$ cat config.mk
export PLATFORM = sky130hd
export DESIGN_NAME = axi_time_core
export DESIGN_NICKNAME = d
export VERILOG_FILES = /design/src/rtl/axi_time_core.sv
export SDC_FILE = /design/constraint.sdc
export NUM_CORES = 1
export LEC_CHECK = 0
export CAP_MARGIN = 10
export CORE_ASPECT_RATIO = 0.6
export CORE_MARGIN = 3
export CORE_UTILIZATION = 54
export DETAILED_ROUTE_END_ITERATION = 16
export PLACE_DENSITY = 0.85
export RECOVER_POWER = 50
export SKIP_CTS_REPAIR_TIMING = 1
export SLEW_MARGIN = 5
export SYNTH_ARGS = -nofsm -noshare
export SYNTH_HDL_FRONTEND = slang
export SYNTH_SLANG_ARGS = --single-unit
$ cat constraint.sdc
create_clock -name time_clk -period 6 [get_ports time_clk]
set_clock_uncertainty 0.1 [all_clocks]
set_input_delay 1.2 -clock time_clk [delete_from_list [all_inputs] [get_ports time_clk]]
set_output_delay 1.2 -clock time_clk [all_outputs]
set_load 0.005 [all_outputs]
$ cat src/rtl/axi_time_core.sv
// axi_time_core: time-domain timestamp counter with overwrite, RX/TX match
// triggers, capture strobes, underrun detection and optional external sync.
module axi_time_core #(
  parameter int COUNT_WIDTH       = 64,
  parameter int SYNC_EXTERNAL     = 0,
  parameter int SYNC_EXTERNAL_CDC = 0
) (
  input  logic                   time_clk,
  input  logic                   time_resetn,
  input  logic                   time_enable,
  input  logic                   time_sync_ext,
  input  logic                   time_sync_soft,
  input  logic                   time_sync_in,
  input  logic [COUNT_WIDTH-1:0] time_overwrite,
  input  logic                   time_overwrite_valid,
  output logic                   time_overwrite_ready,
  input  logic [COUNT_WIDTH-1:0] time_rx_trigger,
  input  logic                   time_rx_trigger_valid,
  output logic                   time_rx_trigger_ready,
  input  logic [COUNT_WIDTH-1:0] time_tx_trigger,
  input  logic                   time_tx_trigger_valid,
  output logic                   time_tx_trigger_ready,
  output logic [COUNT_WIDTH-1:0] time_rx_capture,
  output logic                   time_rx_capture_valid,
  output logic [COUNT_WIDTH-1:0] time_tx_capture,
  output logic                   time_tx_capture_valid,
  output logic                   time_running_rx,
  output logic                   time_running_tx,
  output logic                   time_underrun_rx,
  output logic                   time_underrun_tx,
  output logic [COUNT_WIDTH-1:0] time_counter,
  output logic                   time_rx_fire,
  output logic                   time_tx_fire
);

  typedef enum logic [1:0] {
    IDLE      = 2'd0,
    WAIT_SYNC = 2'd1,
    RUN       = 2'd2
  } state_t;

  state_t                 state;
  state_t                 state_next;
  logic                   sync_lvl;
  logic                   sync_d;
  logic                   sync_edge;
  logic                   sync_event;
  logic                   ext_sync_mode;
  logic                   ow_ready;
  logic                   ow_load;
  logic [COUNT_WIDTH-1:0] counter;
  logic                   rx_pending;
  logic                   tx_pending;
  logic [COUNT_WIDTH-1:0] rx_slot;
  logic [COUNT_WIDTH-1:0] tx_slot;
  logic                   rx_accept;
  logic                   tx_accept;
  logic                   rx_match;
  logic                   tx_match;
  logic                   rx_late;
  logic                   tx_late;

  logic                   rx_fire_p1;
  logic                   tx_fire_p1;
  logic                   rx_cap_vld_p1;
  logic                   tx_cap_vld_p1;
  logic [COUNT_WIDTH-1:0] rx_cap_p1;
  logic [COUNT_WIDTH-1:0] tx_cap_p1;
  logic                   rx_underrun_p1;
  logic                   tx_underrun_p1;
  logic                   rx_running_p1;
  logic                   tx_running_p1;

  generate
    if (SYNC_EXTERNAL_CDC != 0) begin : g_sync_cdc
      logic sync_m1;
      logic sync_m2;
      // Two-flop synchronizer for the asynchronous external sync input
      always_ff @(posedge time_clk or negedge time_resetn) begin
        if (!time_resetn) begin
          sync_m1 <= 1'b0;
          sync_m2 <= 1'b0;
        end else begin
          sync_m1 <= time_sync_in;
          sync_m2 <= sync_m1;
        end
      end
      assign sync_lvl = sync_m2;
    end else begin : g_sync_direct
      assign sync_lvl = time_sync_in;
    end
  endgenerate

  // Previous sync level for rising-edge detection
  always_ff @(posedge time_clk or negedge time_resetn) begin
    if (!time_resetn) begin
      sync_d <= 1'b0;
    end else begin
      sync_d <= sync_lvl;
    end
  end

  assign sync_edge     = sync_lvl && !sync_d;
  assign ext_sync_mode = (SYNC_EXTERNAL != 0) && time_sync_ext;
  // Soft and external events arriving together collapse into one event.
  assign sync_event    = time_sync_soft || ((SYNC_EXTERNAL != 0) && sync_edge);

  assign ow_load   = time_overwrite_valid && ow_ready;
  assign rx_accept = time_rx_trigger_valid && time_rx_trigger_ready;
  assign tx_accept = time_tx_trigger_valid && time_tx_trigger_ready;

  // Match/underrun use the pre-load counter so a same-cycle overwrite never masks a fire.
  assign rx_match = (state == RUN) && rx_pending && (counter == rx_slot);
  assign tx_match = (state == RUN) && tx_pending && (counter == tx_slot);
  assign rx_late  = (state == RUN) && rx_pending && (counter > rx_slot);
  assign tx_late  = (state == RUN) && tx_pending && (counter > tx_slot);

  // State register
  always_ff @(posedge time_clk or negedge time_resetn) begin
    if (!time_resetn) begin
      state <= IDLE;
    end else begin
      state <= state_next;
    end
  end

  // Next-state logic: enable gates everything, sync events only matter before RUN
  always_comb begin
    state_next = state;
    case (state)
      IDLE: begin
        if (time_enable) begin
          if (time_sync_soft)     state_next = RUN;
          else if (ext_sync_mode) state_next = WAIT_SYNC;
          else                    state_next = RUN;
        end
      end
      WAIT_SYNC: begin
        if (!time_enable)    state_next = IDLE;
        else if (sync_event) state_next = RUN;
      end
      RUN: begin
        if (!time_enable) state_next = IDLE;
      end
      default: state_next = IDLE;
    endcase
  end

  // Timestamp counter: load beats increment, counts only in RUN, wraps naturally
  always_ff @(posedge time_clk or negedge time_resetn) begin
    if (!time_resetn) begin
      counter  <= '0;
      ow_ready <= 1'b0;
    end else begin
      ow_ready <= 1'b1;
      if (ow_load) begin
        counter <= time_overwrite;
      end else if (state == RUN) begin
        counter <= counter + COUNT_WIDTH'(1);
      end
    end
  end

  // RX/TX pending slots: dropping to IDLE discards an armed trigger silently
  always_ff @(posedge time_clk or negedge time_resetn) begin
    if (!time_resetn) begin
      rx_pending <= 1'b0;
      tx_pending <= 1'b0;
      rx_slot    <= '0;
      tx_slot    <= '0;
    end else begin
      if (state_next == IDLE || rx_match || rx_late) begin
        rx_pending <= 1'b0;
      end else if (rx_accept) begin
        rx_pending <= 1'b1;
      end
      if (state_next == IDLE || tx_match || tx_late) begin
        tx_pending <= 1'b0;
      end else if (tx_accept) begin
        tx_pending <= 1'b1;
      end
      if (rx_accept) rx_slot <= time_rx_trigger;
      if (tx_accept) tx_slot <= time_tx_trigger;
    end
  end

  // ---- stage p1: registered fire, capture, underrun and running status ----
  always_ff @(posedge time_clk or negedge time_resetn) begin
    if (!time_resetn) begin
      rx_fire_p1     <= 1'b0;
      tx_fire_p1     <= 1'b0;
      rx_cap_vld_p1  <= 1'b0;
      tx_cap_vld_p1  <= 1'b0;
      rx_cap_p1      <= '0;
      tx_cap_p1      <= '0;
      rx_underrun_p1 <= 1'b0;
      tx_underrun_p1 <= 1'b0;
      rx_running_p1  <= 1'b0;
      tx_running_p1  <= 1'b0;
    end else begin
      rx_fire_p1     <= rx_match;
      tx_fire_p1     <= tx_match;
      rx_cap_vld_p1  <= rx_match;
      tx_cap_vld_p1  <= tx_match;
      if (rx_match) rx_cap_p1 <= rx_slot;
      if (tx_match) tx_cap_p1 <= tx_slot;
      rx_underrun_p1 <= rx_late;
      tx_underrun_p1 <= tx_late;
      rx_running_p1  <= rx_pending && (state == RUN);
      tx_running_p1  <= tx_pending && (state == RUN);
    end
  end

  assign time_overwrite_ready  = ow_ready;
  assign time_rx_trigger_ready = !rx_pending && (state != IDLE);
  assign time_tx_trigger_ready = !tx_pending && (state != IDLE);
  assign time_counter          = counter;
  assign time_rx_fire          = rx_fire_p1;
  assign time_tx_fire          = tx_fire_p1;
  assign time_rx_capture       = rx_cap_p1;
  assign time_tx_capture       = tx_cap_p1;
  assign time_rx_capture_valid = rx_cap_vld_p1;
  assign time_tx_capture_valid = tx_cap_vld_p1;
  assign time_underrun_rx      = rx_underrun_p1;
  assign time_underrun_tx      = tx_underrun_p1;
  assign time_running_rx       = rx_running_p1;
  assign time_running_tx       = tx_running_p1;

endmodule
======== After elaboration in Yosys (flattened, before gate mapping) ========
Cells that the tools add are included.
W data, S select, Z words.
word-level totals
  register bits after elaboration ......... 331
  input port bits ......................... 201
  output and inout port bits .............. 203
  logic and storage cells ................. 56
operators by class
  $add $sub $neg .......................... 1
  order comparisons ....................... 2
  equal/unequal tests ..................... 4
  mux-type cells .......................... 11
  reductions and logical operators ........ 23
operators by type and width
  kind                     number
  $eq A64 B64 Y1           2
  $gt A64 B64 Y1           2
  $mux W64                 2
  $add A64 B1 Y64 const B  1
  $logic_and A1 B1 Y1      11
  $mux W2                  4
  $reduce_bool A2 Y1       4
  $pmux W2 S3              1
  $logic_not A2 Y1         2
  $logic_or A1 B1 Y1       4
  $mux W1                  4
  $eq A2 B1 Y1 const B     1
  $eq A2 B2 Y1 const B     1
  $logic_not A1 Y1         2

======== Depth between registers and ports, before layout ========
Gate-level depths: netlist of run 1.
  word-level depth ........................ 7
  depth in mapped cells ................... 11

======== Worst setup path after synthesis of run 1 ========
No wires, ideal clock.
  path kind ............................... register to register
  start point ............................. register counter[47], in the netlist time_counter[47]
  end point ............................... register tx_cap_p1[14], in the netlist time_tx_capture[14]
  arrival time ............................ 2.817 ns
  slack ................................... 2.956 ns
  cell stages (with the launch flop) ...... 9
  buffers on the path ..................... 2
  clock period less this slack ............ 3.044 ns
  cells stage by stage .................... dfrtp_1 ha_1 nand4_1 or4_1 or4b_4 nor4_4 buf_6 buf_6 mux2_1
between the ends
  word-level cells in the longest chain between the ends .. 2
ends and longest elaborated chain
  what                      RTL line  text
  start: declaration        51        logic [COUNT_WIDTH-1:0] counter;
  start signal: assignment  157       counter <= time_overwrite;
  start signal: assignment  159       counter <= counter + COUNT_WIDTH'(1);
  $eq A64 B64 Y1            114       assign tx_match = (state == RUN) && tx_pending && (counter == tx_slot);
  $logic_and A1 B1 Y1       114
  end signal: assignment    206       if (tx_match) tx_cap_p1 <= tx_slot;
  end: declaration          68        logic [COUNT_WIDTH-1:0] tx_cap_p1;
No other way between the ends.
A chain may end at the register's enable or synchronous reset.

======== Final worst setup path of run 1 ========
  start point ............................. input time_tx_trigger_valid
  end point ............................... register tx_slot[35]
between the ends
  word-level cells in the longest chain between the ends .. 1
ends and longest elaborated chain
  what                    RTL line  text
  start: declaration      21        input logic time_tx_trigger_valid,
  $logic_and A1 B1 Y1     110       assign tx_accept = time_tx_trigger_valid && time_tx_trigger_ready;
  end signal: assignment  183       if (tx_accept) tx_slot <= time_tx_trigger;
  end: declaration        55        logic [COUNT_WIDTH-1:0] tx_slot;
No other way between the ends.

==> results of run 1 <==
-- stage by stage --
stage          total power, mW  cells  utilization (%)  worst slack (ns)
4_1_cts                   6.18   2406             74.6              2.18
2_1_floorplan             3.31   1600                -              2.96
3_3_place_gp              3.87   2349             70.7              2.36
5_1_grt                   6.47   2414             74.5              1.20
6_report                  6.16   2417             74.6              1.53
3_5_place_dp              3.95   2349             70.7              2.23
-- registers in the layout, indices dropped and copies added (netlist names) --
signal / flops
state: 2
time_running_rx: 1
time_tx_capture: 64
tx_slot: 64
time_counter: 64
rx_pending: 1
time_underrun_rx: 1
rx_slot: 64
time_running_tx: 1
time_rx_capture_valid: 1
tx_pending: 1
time_tx_capture_valid: 1
time_rx_capture: 64
time_underrun_tx: 1
time_overwrite_ready: 1
-- kinds of logic (layout without fill, tap and decap cells) --
group | after synthesis | in the layout | share of synthesized area, %
AND/OR/NAND/NOR | 442 | 442 | 12.2
flip-flops | 331 | 331 | 50.7
adder cells (fa/ha/maj) | 129 | 129 | 9.88
multiplexers | 131 | 131 | 9.02
XOR/XNOR | 63 | 63 | 3.38
AO/OA/AOI/OAI | 296 | 296 | 9.65
buffers and inverters | 207 | 613 | 5.12
other | 1 | 12 | 0.0230
-- power groups by stage --
stage | Clock, mW | Combinational [mW] | Sequential [mW]
finish | 2.21 | 1.27 | 2.68
global route | 2.34 | 1.43 | 2.70
CTS | 2.23 | 1.27 | 2.67
detailed placement | 0 | 1.24 | 2.71
global placement | 0 | 1.18 | 2.69
floorplan | 0 | 0.678 | 2.63
-- area by class of cell --
cell class | count | area share (%)
antenna | 11 | 0.126
clock buffer | 43 | 4.04
clock inverter | 14 | 1.17
inverter | 144 | 2.49
multi-input combinational | 1062 | 33.1
sequential | 331 | 38.0
tap | 400 | 2.30
timing repair buffer | 412 | 18.8
-- Yosys cell counts, types with 2 or more instances --
master and n:
inv_2 2, a22oi_1 2, clkbuf_1 49, mux2_2 81, nand2_1 258, o21ai_1 7
xnor2_1 35, o21ai_0 204, a221oi_1 6, a21oi_1 52, buf_4 2, a211oi_1 3
dfrtp_1 331, xor2_1 28, nor2_1 34, buf_2 6, a21boi_0 4, nor2b_1 5
and4_1 5, a21o_1 8, inv_1 142, and3_1 17, or2_2 2, nor3_1 29
nand4_1 38, nor4_1 6, o211ai_1 3, mux2_1 49, ha_1 129, and2_1 2
buf_6 6, nand3_1 39
-- per-layer routing --
metal / global-route usage, % / share of wire (%)
met1: 42.5 / 42
met2: 50.4 / 45
met3: 8.36 / 8.6
met4: 10.6 / 3.4
met5: 0 / 0.048
-- path summary, 6_finish.rpt --
| check | from | slack, ns | to | cells after the start |
|---|---|---|---|---|
| worst max-delay path | time_tx_trigger_valid | 1.53 | tx_slot[35] | 6 |
| worst min-delay path | time_tx_capture[53] | 0.38 | time_tx_capture[53] | 1 |
| worst max register to register | state[0] | 2.04 | tx_slot[35] | 7 |
| worst min register to register | time_tx_capture[53] | 0.38 | time_tx_capture[53] | 1 |
| max in group asynchronous | time_resetn | 1.82 | tx_slot[15] | 2 |
| min in group asynchronous | time_resetn | 0.55 | time_rx_capture[10] | 1 |
==> impl_metrics.ini, run 1 <==
[outcome]
status = finished, violations left
violations = capacitance limit, slew limit

[logic_synthesis]
synth_seq_cells = 331
ys_types = 48
syn-cell-area_um2 = 16300
yosysTopAreaCell = dfrtp_1
synth_cells = 1600
synth.area.top_cells = dfrtp_1, ha_1, o21ai_0, nand2_1, mux2_2
seq_area_frac_synth_pct = 50.7
yosys_warnings = 0
syn-num-nets = 1930
synth.avg_cell_area_um2 = 10.2
yosys.area.top_type_share_pct = 50.7
synth_edf_count = 0
synth_ff_type = dfrtp_1
async_reset_ff_share_pct = 100

[floorplanning]
io_pins = 404
dieArea_um2 = 32400
die_y_um = 141
rows = 48
initial_utilization_pct = 55.8
fp.dieW_um = 231
core-area_um2 = 29200

[pwr]
p_sw_share_pct = 29.4
vdd_drop_max_uv = 196
pwr-share-seq_pct = 43.5
combPwrFrac_pct = 20.6
power_switching_mw = 1.81
power.internal_mw = 4.35
p_clk_share_pct = 35.9
p_per_area_nw_per_um2 = 283
static-leakage-power_nw = 10.0

[critical_path]
max_stage_delay_ns = 1.67
required_ns = 6.32
crit_top_cell = nand2_1
path_buf_inv = 3
crit_family = buffers and inverters
crit_slowest_cell = clkinvlp_2
path_cells = dlygate4sd3_1, nand2_1, clkinvlp_2, buf_4, nand2_1, o21ai_0
worstSetupStartpointType = input port
crit_fanout = 66
worstPathArrival_ns = 4.79
path_class = input port to register
endpoint_kind = register

[sta]
drv_slew = 358
relSlewSlack_pct = -98.9
setup-tns-final_ns = 0
clock.fmax_ghz = 0.224
finalCritPeriodShare_pct = 74.5
worstMarginPinSlew_ns = 2.98
whs_ns = 0.384
setup_viol = 0
hold_viol = 0
grt_setup_unrepaired = false
finalCriticalPeriod_ns = 4.47

[route]
vias_per_cell = 5.67
drt_first_pass_iters = 7
drt-wirelength-per-cell_um = 21.5
vias = 13695
wl_mm = 51.9
drt_iter0_drc = 986
drc = 0
drtAntennaViolNets = 0

[grt]
grt_pass1_vias = 14090
grt_pass1_wl_mm = 80.2
grt_usage_pct = 31.7
grt.overflow.total = 0
antenna_found_initial = 10
grt_max_degree = 120

[clocking]
cts_root_buffer = clkbuf_16
numCtsBuffers = 31
cts_buffer_depth = 3
clkTransAtPathRegs_ns = 0.07
ctsHtreeMaxLevel = 1
clock-sinks = 331
tritoncts = built
insertion_delay_ns = 0.57

[cells_and_area]
seqCellArea_um2 = 8280
drive_gt1_share_pct = 7.63
nets = 2312
area_delta_synth_final_pct = 33.5
final_common_cell = clkdlybuf4s50_1
final_cell_mix = clkdlybuf4s50_1, dfrtp_1, nand2_1, o21ai_0, inv_1
n_fill_cell = 1983
fin_area_um2 = 21800
multiInputGateArea_um2 = 7220

[hold_path]
hp-class = register to register

[placed_design]
routabilityCongestion = 0.890
hpwl_mm = 38.4
port_buffers = 401
dpl_cell_area_um2 = 20700

[flow_run]
drv_cap = 4
No activity file was read; power rests on OpenSTA's default activity.
==> run 2, diff against run 1 <==
--- a/config.mk
+++ b/config.mk
@@ -8,9 +8,9 @@
 export CAP_MARGIN = 10
 export CORE_ASPECT_RATIO = 0.6
 export CORE_MARGIN = 3
-export CORE_UTILIZATION = 54
+export CORE_UTILIZATION = 45
 export DETAILED_ROUTE_END_ITERATION = 16
-export PLACE_DENSITY = 0.85
+export PLACE_DENSITY = 0.76
 export RECOVER_POWER = 50
 export SKIP_CTS_REPAIR_TIMING = 1
 export SLEW_MARGIN = 5
==> constraint.sdc (replaced) <==
create_clock -name time_clk -period 3.9 [get_ports time_clk]
set_clock_uncertainty 0.1 [all_clocks]
set_input_delay 0.78 -clock time_clk [delete_from_list [all_inputs] [get_ports time_clk]]
set_output_delay 0.78 -clock time_clk [all_outputs]
set_load 0.005 [all_outputs]
==> run 2 against run 1 <==
The run still ends with capacitance limit, slew limit left. Combinational power is 60% higher. Design area is 1.4% higher. Flip-flop and latch count stayed put. Clock power is 54% higher. Critical endpoint is now time_rx_capture[18]. Largest cell class unchanged. Largest power group unchanged.
==> impl_metrics.ini, run 2 (synthesis gave the netlist of run 1 again) <==
[hold_path]
hp-class = register to register
hold_depth = 1

[placed_design]
port_buffers = 401
dpl_cell_area_um2 = 21000
hpwl_mm = 40.4
routabilityCongestion = 0.913

[sta]
whs_ns = 0.388
hold_viol = 0
finalCritPeriodShare_pct = 95.5
worstMarginPinSlew_ns = 2.75
grt_setup_unrepaired = false
finalCriticalPeriod_ns = 3.72
drv_slew = 204
clock.fmax_ghz = 0.268
setup-tns-final_ns = 0
setup_viol = 0
relSlewSlack_pct = -83.4

[cells_and_area]
fin_area_um2 = 22100
drive_gt1_share_pct = 8.80
area_delta_synth_final_pct = 35.4
nets = 2338
final_cell_mix = clkdlybuf4s50_1, dfrtp_1, nand2_1, o21ai_0, inv_1
final_common_cell = clkdlybuf4s50_1

[grt]
grt.overflow.total = 0
grt_pass1_wl_mm = 81.0
grt_pass1_vias = 13963
antenna_found_initial = 14
grt_max_degree = 101
grt_usage_pct = 27.0

[critical_path]
endpoint = time_rx_capture[18]
endpoint_kind = register
path_cells = ha_1, nand4_1, nor4_1, inv_1, nor3_1, nand3_1, nor3_2, buf_12, mux2_2
max_stage_delay_ns = 0.50
r2r-end = time_rx_capture[18]
required_ns = 4.19
worstSetupStartpointType = register
worstPathArrival_ns = 4.01
crit_fanout = 36
path_class = register to register
r2r_slack_ns = 0.18
crit_start = time_counter[26]
r2r_start = time_counter[26]
reg2regPathDepth = 9
crit_slowest_cell = nor3_1

[flow_run]
drv_cap = 3

[pwr]
p_per_area_nw_per_um2 = 430
vdd_drop_max_uv = 310
p_total_mw = 9.52
static-leakage-power_nw = 10.1

[clocking]
cts_root_buffer = clkbuf_16
numCtsBuffers = 34
ctsHtreeMaxLevel = 2
cts_buffer_depth = 3
clock-sinks = 331
tritoncts = built
insertion_delay_ns = 0.52
clkTransAtPathRegs_ns = 0.07

[floorplanning]
core-area_um2 = 35400
rows = 53
dieArea_um2 = 38700
fp.dieW_um = 252
initial_utilization_pct = 46.1
io_pins = 404
die_y_um = 154

[route]
drt-wirelength-per-cell_um = 20.9
drt_first_pass_iters = 5
drt_iter0_drc = 804
drtAntennaViolNets = 0
vias = 13576
vias_per_cell = 5.41
drc = 0
wl_mm = 52.4

[outcome]
violations = capacitance limit, slew limit
status = finished, violations left
-- run 2: critical path: cells and delay by family, from the launching register on --
family	cells	cell delay [ns]
adder cells (fa/ha/maj)	1	0.37
multiplexers	1	0.38
buffers and inverters	2	0.51
AND/OR/NAND/NOR	5	1.72
flip-flops	1	0.48
-- run 2: final cells by class --
cell class / count / area [um2]
clock inverters: 17 / 209
inverters: 144 / 543
repair buffers: 435 / 4300
flip-flops and latches: 331 / 8280
clock buffers: 44 / 940
fillers: 2839 / 13300
well taps: 467 / 584
diodes: 11 / 27.5
multi-input cells: 1062 / 7230
-- run 2: how the worst min path moves through the flow --
stage                        startpoint                   to
detailed placement  time_tx_capture[54]  time_tx_capture[54]
CTS                         time_resetn   time_rx_capture[4]
global placement               state[1]             state[0]
finish              time_tx_capture[58]  time_tx_capture[58]
floorplan                      state[1]             state[0]
global route        time_tx_capture[19]  time_tx_capture[19]
-- run 2: metal layers --
metal	share of wire (%)	GRT usage (%)	up-vias
met5	0.057	0	-
met4	2.9	8.97	6
met3	8.4	7.98	91
met2	45	41.3	480
met1	44	37.0	6711
li1	-	-	6288
-- run 2: through the flow --
step	utilization, %	setup slack (ns)	instances
2_1_floorplan	-	0.856	1600
3_3_place_gp	59.3	0.397	2439
3_5_place_dp	59.3	0.286	2439
4_1_cts	62.6	0.268	2500
5_1_grt	62.4	0.0556	2511
6_report	62.4	0.175	2511
-- run 2: power by group --
group | switching (mW) | leakage [nW] | total, mW | internal [mW]
logic | 1.10 | 5.20 | 2.03 | 0.930
clock network | 1.41 | 0.562 | 3.40 | 1.99
registers | 0.336 | 4.30 | 4.09 | 3.76
